`config.mk`:
```
export PLATFORM = sky130hd
export DESIGN_NAME = wave_mem_loader
export DESIGN_NICKNAME = d
export VERILOG_FILES = /design/src/rtl/wave_mem_loader_pkg.sv /design/src/rtl/wave_mem_loader_sync_edge.sv /design/src/rtl/wave_mem_loader.sv
export SDC_FILE = /design/constraint.sdc
export NUM_CORES = 1
export LEC_CHECK = 0
export CORE_ASPECT_RATIO = 1.25
export CORE_UTILIZATION = 60
export CTS_BUF_LIST = sky130_fd_sc_hd__clkbuf_16
export CTS_CLUSTER_DIAMETER = 60
export CTS_CLUSTER_SIZE = 12
export DETAILED_ROUTE_END_ITERATION = 12
export PLACE_DENSITY = 0.83
export SYNTH_ARGS = -nofsm -noshare
export SYNTH_HDL_FRONTEND = slang
export SYNTH_SLANG_ARGS = --single-unit
```
`constraint.sdc`:
```
create_clock -name clk_in -period 4.9 [get_ports clk_in]
set_input_delay 0.98 -clock clk_in [delete_from_list [all_inputs] [get_ports clk_in]]
set_output_delay 0.98 -clock clk_in [all_outputs]
set_load 0.02 [all_outputs]
```
`src/rtl/wave_mem_loader_pkg.sv`:
```
// rtl/wave_mem_loader_pkg.sv - shared types and constants for the waveform memory loader
package wave_mem_loader_pkg;

  localparam int WAVE_ADDR_W = 5;
  localparam int WAVE_DATA_W = 4;
  localparam logic [2:0] OPCODE_DEFAULT = 3'b101;

  typedef enum logic [2:0] {
    WAIT_IDLE,
    IDLE,
    CMD,
    DATA,
    WR_HI,
    WR_LO,
    DISCARD
  } state_e;

endpackage

```
`src/rtl/wave_mem_loader_sync_edge.sv`:
```
// rtl/wave_mem_loader_sync_edge.sv - multi-flop synchroniser with rise/fall detection
module sync_edge #(
  parameter int   SYNC_STAGES = 2,
  parameter logic RESET_VAL   = 1'b0
) (
  input  logic clk_i,
  input  logic rst_ni,
  input  logic d_i,
  output logic q_o,
  output logic rise_o,
  output logic fall_o
);

  logic [SYNC_STAGES-1:0] sync_q;
  logic                   prev_q;

  // Shift the async input through the synchroniser chain and keep a delayed copy for edges
  always_ff @(posedge clk_i or negedge rst_ni) begin
    if (!rst_ni) begin
      sync_q <= {SYNC_STAGES{RESET_VAL}};
      prev_q <= RESET_VAL;
    end else begin
      sync_q <= {sync_q[SYNC_STAGES-2:0], d_i};
      prev_q <= sync_q[SYNC_STAGES-1];
    end
  end

  assign q_o    = sync_q[SYNC_STAGES-1];
  assign rise_o = q_o & ~prev_q;
  assign fall_o = ~q_o & prev_q;

endmodule

```
`src/rtl/wave_mem_loader.sv`:
```
// rtl/wave_mem_loader.sv - SPI byte stream to nibble writes into the user waveform memory
module wave_mem_loader
  import wave_mem_loader_pkg::*;
#(
  parameter logic [2:0] OPCODE      = OPCODE_DEFAULT,
  parameter int         SYNC_STAGES = 2
) (
  input  logic                   clk_in,
  input  logic                   reset_n_in,
  input  logic                   spi_cs_n_in,
  input  logic                   spi_sclk_in,
  input  logic                   spi_mosi_in,
  output logic [WAVE_ADDR_W-1:0] mem_write_addr_out,
  output logic [WAVE_DATA_W-1:0] mem_write_data_out,
  output logic                   mem_write_en_out,
  output logic                   busy_out,
  output logic                   frame_done_out,
  output logic                   cmd_err_out
);

  // Cycles after reset release before the cs_n synchroniser shows the real pin level
  localparam logic [1:0] SETTLE = 2'(SYNC_STAGES);

  logic cs_s, cs_rise, cs_fall;
  logic sclk_s, sclk_rise, sclk_fall;
  logic mosi_s, mosi_rise, mosi_fall;
  logic unused_edges;

  sync_edge #(.SYNC_STAGES(SYNC_STAGES), .RESET_VAL(1'b1)) u_sync_cs (
    .clk_i(clk_in), .rst_ni(reset_n_in), .d_i(spi_cs_n_in),
    .q_o(cs_s), .rise_o(cs_rise), .fall_o(cs_fall));

  sync_edge #(.SYNC_STAGES(SYNC_STAGES), .RESET_VAL(1'b0)) u_sync_sclk (
    .clk_i(clk_in), .rst_ni(reset_n_in), .d_i(spi_sclk_in),
    .q_o(sclk_s), .rise_o(sclk_rise), .fall_o(sclk_fall));

  sync_edge #(.SYNC_STAGES(SYNC_STAGES), .RESET_VAL(1'b0)) u_sync_mosi (
    .clk_i(clk_in), .rst_ni(reset_n_in), .d_i(spi_mosi_in),
    .q_o(mosi_s), .rise_o(mosi_rise), .fall_o(mosi_fall));

  assign unused_edges = ^{sclk_s, sclk_fall, mosi_rise, mosi_fall};

  state_e                 state_q, state_d;
  logic [3:0]             bit_cnt_q, bit_cnt_d;
  logic [7:0]             shreg_q, shreg_d;
  logic [7:0]             byte_q, byte_d;
  logic [WAVE_ADDR_W-1:0] addr_q, addr_d;
  logic                   stop_q, stop_d;
  logic [1:0]             settle_q, settle_d;
  logic                   en_q, en_d;
  logic [WAVE_ADDR_W-1:0] wr_addr_q, wr_addr_d;
  logic [WAVE_DATA_W-1:0] wr_data_q, wr_data_d;
  logic                   done_q, done_d;
  logic                   err_q, err_d;
  logic                   busy_q, busy_d;
  logic [7:0]             shift_byte;

  assign shift_byte = {shreg_q[6:0], mosi_s};

  // State, datapath and registered outputs
  always_ff @(posedge clk_in or negedge reset_n_in) begin
    if (!reset_n_in) begin
      state_q   <= WAIT_IDLE;
      bit_cnt_q <= '0;
      shreg_q   <= '0;
      byte_q    <= '0;
      addr_q    <= '0;
      stop_q    <= 1'b0;
      settle_q  <= '0;
      en_q      <= 1'b0;
      wr_addr_q <= '0;
      wr_data_q <= '0;
      done_q    <= 1'b0;
      err_q     <= 1'b0;
      busy_q    <= 1'b0;
    end else begin
      state_q   <= state_d;
      bit_cnt_q <= bit_cnt_d;
      shreg_q   <= shreg_d;
      byte_q    <= byte_d;
      addr_q    <= addr_d;
      stop_q    <= stop_d;
      settle_q  <= settle_d;
      en_q      <= en_d;
      wr_addr_q <= wr_addr_d;
      wr_data_q <= wr_data_d;
      done_q    <= done_d;
      err_q     <= err_d;
      busy_q    <= busy_d;
    end
  end

  // Next-state and datapath updates; a cs_rise during a write pair is remembered in stop_q
  always_comb begin
    state_d   = state_q;
    bit_cnt_d = bit_cnt_q;
    shreg_d   = shreg_q;
    byte_d    = byte_q;
    addr_d    = addr_q;
    stop_d    = stop_q;
    settle_d  = (settle_q == SETTLE) ? settle_q : settle_q + 2'd1;
    case (state_q)
      WAIT_IDLE: if (settle_q == SETTLE && cs_s) state_d = IDLE;
      IDLE: begin
        if (cs_fall) begin
          bit_cnt_d = '0;
          stop_d    = 1'b0;
          state_d   = CMD;
        end
      end
      CMD: begin
        if (cs_rise) begin
          state_d = IDLE;
        end else if (sclk_rise) begin
          shreg_d   = shift_byte;
          bit_cnt_d = bit_cnt_q + 4'd1;
          if (bit_cnt_q == 4'd7) begin
            bit_cnt_d = '0;
            if (shift_byte[7:5] == OPCODE) begin
              addr_d  = shift_byte[4:0];
              state_d = DATA;
            end else begin
              state_d = DISCARD;
            end
          end
        end
      end
      DATA: begin
        if (cs_rise || stop_q) begin
          stop_d  = 1'b0;
          state_d = IDLE;
        end else if (sclk_rise) begin
          shreg_d   = shift_byte;
          bit_cnt_d = bit_cnt_q + 4'd1;
          if (bit_cnt_q == 4'd7) begin
            byte_d  = shift_byte;
            state_d = WR_HI;
          end
        end
      end
      WR_HI: begin
        addr_d  = addr_q + 5'd1;
        if (cs_rise) stop_d = 1'b1;
        state_d = WR_LO;
      end
      WR_LO: begin
        addr_d    = addr_q + 5'd1;
        bit_cnt_d = '0;
        if (cs_rise) stop_d = 1'b1;
        state_d   = DATA;
      end
      DISCARD: if (cs_rise) state_d = IDLE;
      default: state_d = WAIT_IDLE;
    endcase
  end

  // Output decode: write strobes, frame/err pulses and busy, all registered next cycle
  always_comb begin
    en_d      = 1'b0;
    done_d    = 1'b0;
    err_d     = 1'b0;
    wr_addr_d = wr_addr_q;
    wr_data_d = wr_data_q;
    busy_d    = !(state_d inside {WAIT_IDLE, IDLE});
    case (state_q)
      CMD: begin
        if (!cs_rise && sclk_rise && bit_cnt_q == 4'd7 && shift_byte[7:5] != OPCODE)
          err_d = 1'b1;
      end
      DATA: if (cs_rise || stop_q) done_d = 1'b1;
      WR_HI: begin
        en_d      = 1'b1;
        wr_addr_d = addr_q;
        wr_data_d = byte_q[7:4];
      end
      WR_LO: begin
        en_d      = 1'b1;
        wr_addr_d = addr_q;
        wr_data_d = byte_q[3:0];
      end
      default: ;
    endcase
  end

  assign mem_write_addr_out = wr_addr_q;
  assign mem_write_data_out = wr_data_q;
  assign mem_write_en_out   = en_q;
  assign busy_out           = busy_q;
  assign frame_done_out     = done_q;
  assign cmd_err_out        = err_q;

endmodule

```
# After elaboration in Yosys (flattened, before gate mapping)

Cells that the tools add are included.

Equal/unequal tests: 20
$add $sub $neg: 3
Bitwise gates (word level): 7
Reduce and logical (&&, ||, !) cells: 21
Mux-type cells: 37

Operator list:

| kind                                                                  | count |
|---|---|
| 3-bit two-way mux                                                     | 10 |
| 4-bit two-way mux                                                     | 6 |
| 8-bit two-way mux                                                     | 3 |
| 3-bit case mux with 7 select lines                                    | 1 |
| 5-bit two-way mux                                                     | 4 |
| 2-bit inequality test, second input constant                          | 8 |
| 4-bit case mux with 4 select lines                                    | 1 |
| 8-bit case mux with 2 select lines                                    | 1 |
| 3-bit equality test, second input constant                            | 4 |
| 5-bit case mux with 2 select lines                                    | 1 |
| 1-bit two-way mux                                                     | 8 |
| 4-bit case mux with 2 select lines                                    | 1 |
| 4-bit AND reduction                                                   | 2 |
| 2-bit nonzero test                                                    | 4 |
| 3-bit by 1-bit equality test with 1-bit output, second input constant | 2 |
| 3-bit by 2-bit equality test with 1-bit output, second input constant | 2 |
| 3-bit zero test                                                       | 2 |
| 6-bit AND reduction                                                   | 1 |
| 5-bit by 1-bit adder with 5-bit output, second input constant         | 1 |
| 5-bit AND reduction                                                   | 1 |
| 4-bit by 1-bit adder with 4-bit output, second input constant         | 1 |
| 4-bit by 3-bit equality test with 1-bit output, second input constant | 1 |
| 1-bit logical AND                                                     | 4 |
| 1-bit inverter                                                        | 4 |
| 12 further kinds                                                      | 15 |

Output and inout port bits: 13
Word-level logic and storage cells: 106
Bits in registers: 52
Bits of input ports: 5

# Depth between registers and ports, before layout

Depth in word-level cells: 9
Depth in mapped cells: 7
Gate-level depth less buffers: 5

# Hierarchy

From an unflattened synthesis, not the netlist that was laid out.

Cells, all modules: 204
Area total of the unflattened synthesis: 2344.7 um^2

By module, submodules not included:

| module                       | instances | sequential area each (um^2) | cells an instance | area an instance (um^2) |
|---|---|---|---|---|
| wave_mem_loader              | 1         | 1076.0                      | 189               | 2070.7 |
| sync_edge at u_sync_mosi ... | 2         | 75.1                        | 5                 | 90.1 |
| sync_edge at u_sync_cs       | 1         | 78.8                        | 5                 | 93.8 |

# Worst setup path after synthesis

Ideal clock, no wire load.

Path type: register to register
Start: reg bit_cnt_q[0]
End: reg byte_q[0]
Buffers on the path: 0
Arrival: 1444 ps
Required time: 4775 ps
Cell stages (with the launch flop): 6
Clock period less this slack: 1569 ps
Library setup time: 125 ps
Slack: 3331 ps
Cell sequence: dfrtp_1 -> ha_1 -> and3b_1 -> and2_1 -> nand2_4 -> mux2_2

Longest elaborated chain between the ends: 2

RTL lines:

| element                                        | line                   | text |
|---|---|---|
| from (decl)                                    | wave_mem_loader.sv:44  | `logic [3:0] bit_cnt_q, bit_cnt_d;` |
| from (signal assigned)                         | wave_mem_loader.sv:78  | `bit_cnt_q <= bit_cnt_d;` |
| 4-bit by 3-bit equality test with 1-bit output | wave_mem_loader.sv:135 | `if (bit_cnt_q == 4'd7) begin` |
| 4-bit AND reduction (no source line)           | n/a                    |  |
| to (signal assigned)                           | wave_mem_loader.sv:80  | `byte_q <= byte_d;` |
| to (decl)                                      | wave_mem_loader.sv:46  | `logic [7:0] byte_q, byte_d;` |

Every way passes these cells.
A chain may end at the register's enable or synchronous reset.

# Final worst setup path

Start: reg wr_data_q[0] (netlist: mem_write_data_out[0])
End: out mem_write_data_out[0]

RTL lines:

| element                | line                  | text |
|---|---|---|
| from (decl)            | wave_mem_loader.sv:52 | `logic [WAVE_DATA_W-1:0] wr_data_q, wr_data_d;` |
| from (signal assigned) | wave_mem_loader.sv:86 | `wr_data_q <= wr_data_d;` |
| to (decl)              | wave_mem_loader.sv:14 | `output logic [WAVE_DATA_W-1:0] mem_write_data_out,` |

No word-level cell between the ends.

==> out/qor.txt <==
outcome - finished with violations
failing checks - design-rule violations
nets@finish - 234
delay-heaviest family, CP - buffers and inverters
Worst VDD drop - 0.2904 mV
post-route minimum period - 2.242 ns
register area share after synthesis - 0.5584
CTS tree - yes
Sw Ratio - 0.2929
antenna violations before repair - 0
Mapped Cells - 208
crit share post-route - 0.4576
Hold Buf Count CTS - 0
Setup Buffers After CTS - 0
drc violations - 5
Synth Flop Type - dfrtp_1
FMAX - 446.0 MHz
die width - 57.29 um
H-Tree Depth - 2
Flop pwr share - 0.509
Placer Congestion - 0.9352
largest area contributor in the netlist - dfrtp_1
Setup CP Type - reg2out
Post-Syn Nets - 216
synth top area cells - dfrtp_1 52%, nand2_1 7.7%, mux2_2 3.9%
Cell variety after synth - 48
Comb pwr share - 0.169
vias per std cell - 6.214
CP max stage delay - 0.62 ns
antenna cells - 0
CP Cell Sequence - clkdlybuf4s50_1
Post-synth EDFFs - 0
worst endpoint required time - 3.92 ns
Worst setup EP type - output pin
CP startpoint - mem_write_data_out[0]
Setup TNS - 0 ns
HP Class - reg2reg
Net Sw Power - 0.3007 mW
Clk pwr share - 0.322
maxcap violations - 0
#FFs+latches synth - 51
GRT Residual Overflow - 0
number of global-route vias before repair - 1614
Inserted Clock Buffers - 5
clock latency on the worst-skew pair - 0.29 ns
Die Height - 71.11 um
pwr/cell area - 394.5 mW/mm2
Crit Path Max Fanout - 2
dpl hpwl - 3.286 mm
unrepaired setup endpoints after global routing - false
die area - 0.004073 mm2
final WL - 4.533 mm
Fillers - 262
CP max stage cell - clkdlybuf4s50_1
Routed Antenna Nets - 0
Critical Path End - mem_write_data_out[0]
FF-to-FF setup slack - 2.73 ns
r2r worst-path depth - 4
FF-to-FF Start - state_q[1]
first-pass GRT wire length - 7.755 mm
CTS sink cnt - 51
clock transition at the registers of the reported paths - 0.06 ns
Post-synth top cells - 48 x dfrtp_1, 47 x nand2_1, 8 x mux2_2
gr usage total - 0.2541
top cell type's share of synthesized area - 0.5240
internal power - 0.7260 mW
total number of vias - 1653
Gates resized, CTS repair - 0
boundary pin count - 18
leak pwr - 1.248 nW
Ys Warns - 0
number of stages on the worst setup path - 1
WP data arrival - 1.26 ns
core area - 0.003573 mm2
mapped cell area - 0.002292 mm2
Fin Hold WS - 0.3524 ns
syn avg cell area - 11.02 um2
asr flop ratio synth - 1.000
Final Hold Viols - 0
initial core utilization - 0.6415
CTS Buffer Depth - 2
Clock Tree Root - clkbuf_16
worst-margin pin slew - 1.091 ns
IO buf count - 17
share of cells above drive strength 1 - 0.1322
largest net degree at the start of global routing - 52
FP Rows - 24
Area Growth Syn to Fin - 13.54%
RR Endpoint - state_q[0]
Setup-failing EPs final - 0
drt pass-1 iters - 10
slew margin rel. - 0.2728
1st-iter DRT viols - 230
count leader, synth - dfrtp_1
DR WL/cell - 17.04 um
WP buf/inv - 1
max-slew violations - 0
Setup crit start kind - flop
Fin Clk Skew - 0.005402 ns
[layout by cell type (no fill, tap or decap), types with 2 or more instances in the layout]
cell / Yosys / layout
and2b_1: 2 / 2
mux2i_1: 5 / 5
o22ai_1: 2 / 2
nand2b_1: 7 / 7
o211ai_1: 2 / 2
a21oi_1: 5 / 5
a22o_1: 2 / 2
nand4_1: 2 / 2
mux2_2: 8 / 8
clkbuf_16: 0 / 5
o21ai_0: 7 / 7
clkdlybuf4s50_1: 0 / 16
nand2_1: 47 / 47
dfstp_2: 3 / 3
nor3_1: 7 / 7
dfrtp_1: 48 / 48
nand3_1: 5 / 5
nor2b_1: 2 / 2
a221o_1: 2 / 2
inv_1: 6 / 7
and3_1: 3 / 3
a211oi_1: 5 / 5
or3_1: 2 / 2
nor2_1: 4 / 4
and3b_1: 2 / 2
ha_1: 3 / 3
[registers in the layout, indices dropped and copies added (netlist names), 3 cells and up]
name / flops
mem_write_data_out: 4
mem_write_addr_out: 5
shreg_q: 7
bit_cnt_q: 4
addr_q: 5
state_q: 3
byte_q: 8
[kinds of logic (layout without fill, tap and decap cells)]
group,count (synthesis),count (layout),synth area share
adders and majority gates,3,3,0.01638
buffers and inverters,12,31,0.02947
DFF,51,51,0.5584
muxes,14,14,0.06769
and+or+nand+nor,94,94,0.2200
xor gates and xnor gates,1,1,0.003822
AOI/OAI and AO/OA,33,33,0.1043
[power by group through the flow]
stage / combinational, mW / clock (mW) / sequential [mW]
4_1_cts: 0.174 / 0.335 / 0.521
3_3_place_gp: 0.164 / 0 / 0.525
2_1_floorplan: 0.154 / 0 / 0.500
3_5_place_dp: 0.172 / 0 / 0.528
5_1_grt: 0.192 / 0.350 / 0.528
6_report: 0.174 / 0.331 / 0.522
[worst min path at each step]
stage	start	end	slack (ns)	cells past startpoint
2_1_floorplan	u_sync_mosi.sync_q[0]	u_sync_mosi.sync_q[1]	0.33	0
3_3_place_gp	u_sync_mosi.sync_q[0]	u_sync_mosi.sync_q[1]	0.33	0
3_5_place_dp	u_sync_mosi.sync_q[0]	u_sync_mosi.sync_q[1]	0.34	0
4_1_cts	u_sync_mosi.sync_q[0]	u_sync_mosi.sync_q[1]	0.35	0
5_1_grt	u_sync_cs.sync_q[0]	u_sync_cs.sync_q[1]	0.36	0
6_report	u_sync_mosi.sync_q[0]	u_sync_mosi.sync_q[1]	0.35	0
[final cells by class]
type                            count  area (um2)  share of cell area
Sequential cell                    51        1280              0.4918
Multi-Input combinational cell    145       944.7              0.3630
Timing Repair Buffer               17       165.2             0.06346
Clock buffer                        5       125.1             0.04808
Tap cell                           39       48.80             0.01875
Inverter                            6       22.52            0.008654
Clock inverter                      3       16.27            0.006250
[stage by stage]
step	instances	setup WS [ns]	area [um2]	utilization	power [mW]
CTS	266	2.647	2603	0.7283	1.030
finish	266	2.658	2603	0.7283	1.027
floorplan	208	3.331	2292	-	0.6538
global placement	258	2.838	2461	0.6887	0.6890
detailed placement	258	2.750	2461	0.6887	0.7001
global route	266	2.609	2603	0.7283	1.070
[per-layer routing]
metal,part of all wire,track usage,vias up
li1,-,-,759
met1,0.41,0.2995,837
met2,0.53,0.4431,49
met3,0.045,0.07313,8
met4,0.015,0.08401,0
met5,0,0,-
No activity file was read; power rests on OpenSTA's default activity.
==> edit 1 (same flow settings) <==
`SYNC_STAGES` is set to 2 in 2 places; all go to 4.
--- a/src/rtl/wave_mem_loader_sync_edge.sv
+++ b/src/rtl/wave_mem_loader_sync_edge.sv
@@ -2,3 +2,3 @@
 module sync_edge #(
-  parameter int   SYNC_STAGES = 2,
+  parameter int   SYNC_STAGES = 4,
   parameter logic RESET_VAL   = 1'b0
--- a/src/rtl/wave_mem_loader.sv
+++ b/src/rtl/wave_mem_loader.sv
@@ -5,3 +5,3 @@
   parameter logic [2:0] OPCODE      = OPCODE_DEFAULT,
-  parameter int         SYNC_STAGES = 2
+  parameter int         SYNC_STAGES = 4
 ) (
Behaviour: not the same (Yosys sat finds a counterexample within 10 cycles, from zero or initial values and one cycle with reset_n_in low).
==> edit 1 against the original RTL <==
Total power rose by 24%; synthesized area rose by 4.6%; worst setup slack got worse by 0.023 ns; clock skew fell by 0.00076 ns; routed wire length fell by 10%; critical path depth did not move; fmax fell by 1.0%; cell area rose by 9.1%; sequential cell count rose by 6; count of clock-buffer cells in the layout rose by 4; critical endpoint unchanged.
==> edit 1: results (changes against the original RTL) <==
==============================================================================
Status .......................................................... complete, no violations   was finished, violations left
Maximum number of pins on one net before global-route repair ....           58   was 52
Synthesized-area fraction occupied by xor and xnor cells ........      0.00365   was 0.00382
Netlist cell types ..............................................           40   was 48
Share of total power in combinational logic .....................        0.128   was 0.169
Via density per instance ........................................         5.55   was 6.21
First-pass GRT wire length ......................................      7160 µm   was 7760 µm
Largest vdd supply drop .........................................     0.347 mV   was 0.290 mV
Cell area after placement .......................................     2580 µm²   was 2460 µm²
Syn_nets ........................................................          215   was 216
Met2 WL .........................................................      1990 µm   was 2410 µm
Cell types occupying the most area after synthesis .............. dfrtp_1, mux2_2, dfstp_2   was dfrtp_1, nand2_1, mux2_2
Number of fill cells in the layout ..............................          279   was 262
Deepest level of the CTS H-tree .................................            3   was 2
Highest layer used for signal routing ...........................         met4   unchanged
Gate Count Post-Synth ...........................................          207   was 208
Adder-cell share of the synthesized area ........................       0.0157   was 0.0164
Clock latency reported for the late side of the worst-skew pair .      0.32 ns   was 0.29 ns
Gpl congestion ..................................................        0.847   was 0.935
Leading cell types by count after synthesis ..................... dfrtp_1, nand2_1, mux2_2, nor2_1, o21ai_0   was dfrtp_1, nand2_1, mux2_2
Layout cells sized above 1 ......................................        0.172   was 0.132
Sequential fraction of the synthesis area .......................        0.598   was 0.558
Sequential logic power ..........................................     0.589 mW   was 0.522 mW
Fraction of synthesized area in multiplexers ....................        0.101   was 0.0677
Number of DRC markers in iteration 0 ............................           88   was 230
Net switching component of the power ............................     0.332 mW   was 0.301 mW
Clock Skews .....................................................   0.00464 ns   was 0.00540 ns
Routed wire per std cell ........................................      14.2 µm   was 17.0 µm
Synth Area in Compound Gates ....................................       0.0819   was 0.104
Routed wire length ..............................................      4080 µm   was 4530 µm
Routed length on met1 ...........................................      1810 µm   was 1850 µm
Static power due to leakage .....................................      1.39 nW   was 1.25 nW
Placed instance count ...........................................          271   was 258
Worst Max-Slew Pin Slew .........................................     0.677 ns   was 1.09 ns
Final HPWL from detailed placement ..............................      2690 µm   was 3290 µm
Routed length on met3 ...........................................       127 µm   was 203 µm
Vias in the first global route ..................................         1578   was 1614
Net count of the finished layout ................................          236   was 234
Data arrival time of the critical path ..........................      1.29 ns   was 1.26 ns
Cell internal power dissipation .................................     0.937 mW   was 0.726 mW
Total global routing track utilization ..........................        0.234   was 0.254
Post-Place Setup Slack ..........................................      2.96 ns   was 2.75 ns
==============================================================================
==> edit 1: path summary, 6_finish.rpt <==
check                                                  start                           endpoint  cells after the start  slack [ns]
max                        mem_write_data_out[0]$_DFFE_PN0N_              mem_write_data_out[0]                      1        2.63
min                          u_sync_mosi.sync_q[0]$_DFF_PN0_    u_sync_mosi.sync_q[1]$_DFF_PN0_                      0        0.34
max reg2reg                             state_q[1]$_DFF_PN0_              addr_q[2]$_DFFE_PN0P_                      5        2.94
min reg2reg                  u_sync_mosi.sync_q[0]$_DFF_PN0_    u_sync_mosi.sync_q[1]$_DFF_PN0_                      0        0.34
max in group asynchronous                         reset_n_in           bit_cnt_q[1]$_DFFE_PN0P_                      2        3.66
min in group asynchronous                         reset_n_in  mem_write_addr_out[0]$_DFFE_PN0N_                      2        0.79
==> edit 1: cells by family (layout without fill, tap and decap cells) <==
family | count (synthesis) | after routing
fa+ha+maj | 3 | 3
mux | 22 | 22
compound gates | 30 | 30
buf+inv | 14 | 40
xor+xnor | 1 | 1
simple gates | 80 | 80
flops | 57 | 57
==> edit 1: metal layers <==
| layer | global-route usage | up-vias |
|---|---|---|
| met3 | 0.0532 | 16 |
| met5 | 0 | - |
| met1 | 0.281 | 772 |
| met4 | 0.172 | 0 |
| li1 | - | 769 |
| met2 | 0.368 | 36 |
==> edit 1: cell type report <==
type	instances	area, µm²	share of cell area
clock buffers	9	225	0.0793
multi-input cells	136	888	0.313
clock inverters	7	30.0	0.0106
flip-flops and latches	57	1430	0.505
repair buffers	18	173	0.0608
well taps	54	67.6	0.0238
inverters	6	22.5	0.00793
==> edit 2 (same flow settings) <==
Without the edit above. `shreg_q` no longer has a reset.
--- a/src/rtl/wave_mem_loader.sv
+++ b/src/rtl/wave_mem_loader.sv
@@ -64,3 +64,2 @@
       bit_cnt_q <= '0;
-      shreg_q   <= '0;
       byte_q    <= '0;
@@ -78,3 +77,2 @@
       bit_cnt_q <= bit_cnt_d;
-      shreg_q   <= shreg_d;
       byte_q    <= byte_d;
@@ -90,2 +88,6 @@
     end
+  end
+
+  always_ff @(posedge clk_in) begin
+    shreg_q <= shreg_d;
   end
Behaviour: same outputs for any inputs over 10 cycles, from zero or initial values and one cycle with reset_n_in low; that may be too few to reach the edited logic, so the function may still have changed.
==> edit 2 against the original RTL <==
Worst setup slack improved by 0.0023 ns; core utilization down 0.84 points; cell area fell by 4.5%; synthesized cell count shrank 8.2%; sequential cell count did not move; largest cell class unchanged; via count shrank 13%; total power fell by 7.3%; routed wire length shrank 18%; count of clock-buffer cells in the layout stayed put; die area fell by 5.4%; synthesized area shrank 5.6%; global-route usage decreased by 3.2 points.
==> edit 2: results (changes against the original RTL) <==
===========================================================================
Status ....................................................... complete, no violations   was finished, violations left
Post-Place Setup Slack .......................................      2.96 ns   was 2.75 ns
Avg Inst Size Synth ..........................................     11.3 µm²   was 11.0 µm²
Net count of the finished layout .............................          215   was 234
Non-Clock Buffer Count .......................................           17   unchanged
Total global routing track utilization .......................        0.222   was 0.254
Sequential fraction of the synthesis area ....................        0.608   was 0.558
Synth async-reset ratio ......................................        0.863   was 1.00
Number of remaining DRC errors ...............................            0   was 5
Global-route track usage on met3 .............................       0.0619   was 0.0731
Cell internal power dissipation ..............................     0.701 mW   was 0.726 mW
Layout cells sized above 1 ...................................        0.106   was 0.132
Number of vias after detailed routing ........................         1443   was 1653
Adder-cell share of the synthesized area .....................       0.0173   was 0.0164
Placed instance count ........................................          239   was 258
Clock share of power .........................................        0.350   was 0.322
Met2 WL ......................................................      1920 µm   was 2410 µm
Number of fill cells in the layout ...........................          229   was 262
Routed length on met1 ........................................      1610 µm   was 1850 µm
Cell types occupying the most area after synthesis ........... dfrtp_1, edfxtp_1, nand2_1   was dfrtp_1, nand2_1, mux2_2
First-pass detailed-route iteration total ....................            4   was 10
Routed length on met3 ........................................       136 µm   was 203 µm
Fraction of area in clock buffers and inverters ..............       0.0569   was 0.0543
Syn_nets .....................................................          199   was 216
Sequential logic power .......................................     0.490 mW   was 0.522 mW
Final HPWL from detailed placement ...........................      2640 µm   was 3290 µm
First-pass GRT wire length ...................................      6560 µm   was 7760 µm
Highest layer used for signal routing ........................         met4   unchanged
Static power due to leakage ..................................      1.16 nW   was 1.25 nW
Gpl congestion ...............................................        0.853   was 0.935
Vias in the first global route ...............................         1457   was 1614
Seq cells ....................................................           51   unchanged
Area of the multi-input gates ................................      793 µm²   was 945 µm²
Synth Area in Compound Gates .................................        0.108   was 0.104
Area growth from synthesis to layout .........................        14.9%   was 13.5%
Met2 capacity usage during global routing ....................        0.369   was 0.443
Leading cell types by count after synthesis .................. dfrtp_1, nand2_1, nor2_1, o21ai_0, mux2_2   was dfrtp_1, nand2_1, mux2_2
Post-synth EDFFs .............................................            7   was 0
Netlist cell types ...........................................           42   was 48
Power density over the cells .................................   383 nW/µm²   was 394 nW/µm²
Largest vdd supply drop ......................................     0.334 mV   was 0.290 mV
Synthesized-area fraction occupied by xor and xnor cells .....      0.00405   was 0.00382
Via density per instance .....................................         5.84   was 6.21
Number of DRC markers in iteration 0 .........................           72   was 230
Maximum number of pins on one net before global-route repair .           45   was 52
Share of final layout cell area taken by non-clock buffers ...       0.0664   was 0.0635
Multi-Input Combinational ....................................          126   was 145
Routed wire per std cell .....................................      15.1 µm   was 17.0 µm
Sequential share of cell area ................................        0.529   was 0.492
===========================================================================
==> edit 2: cell types whose count changed after synthesis, sizes merged, moves of 4 or more <==
cell,unedited run,this run
clkbuf,0,5
nand2,48,30
nor2,5,15
dfrtp,48,41
edfxtp,0,7
a21oi,5,1
==> edit 2: final timing paths <==
path,from,to,slack (ns),cells past startpoint
min reg2reg,u_sync_sclk.sync_q[0]$_DFF_PN0_,u_sync_sclk.sync_q[1]$_DFF_PN0_,0.35,0
min in group asynchronous,reset_n_in,settle_q[1]$_DFFE_PN0P_,0.83,1
max reg2reg,state_q[2]$_DFF_PN0_,byte_q[2]$_DFFE_PN0P_,2.93,4
max,mem_write_data_out[2]$_DFFE_PN0N_,mem_write_data_out[2],2.66,1
max in group asynchronous,reset_n_in,bit_cnt_q[1]$_DFFE_PN0P_,3.46,1
min,u_sync_sclk.sync_q[0]$_DFF_PN0_,u_sync_sclk.sync_q[1]$_DFF_PN0_,0.35,0
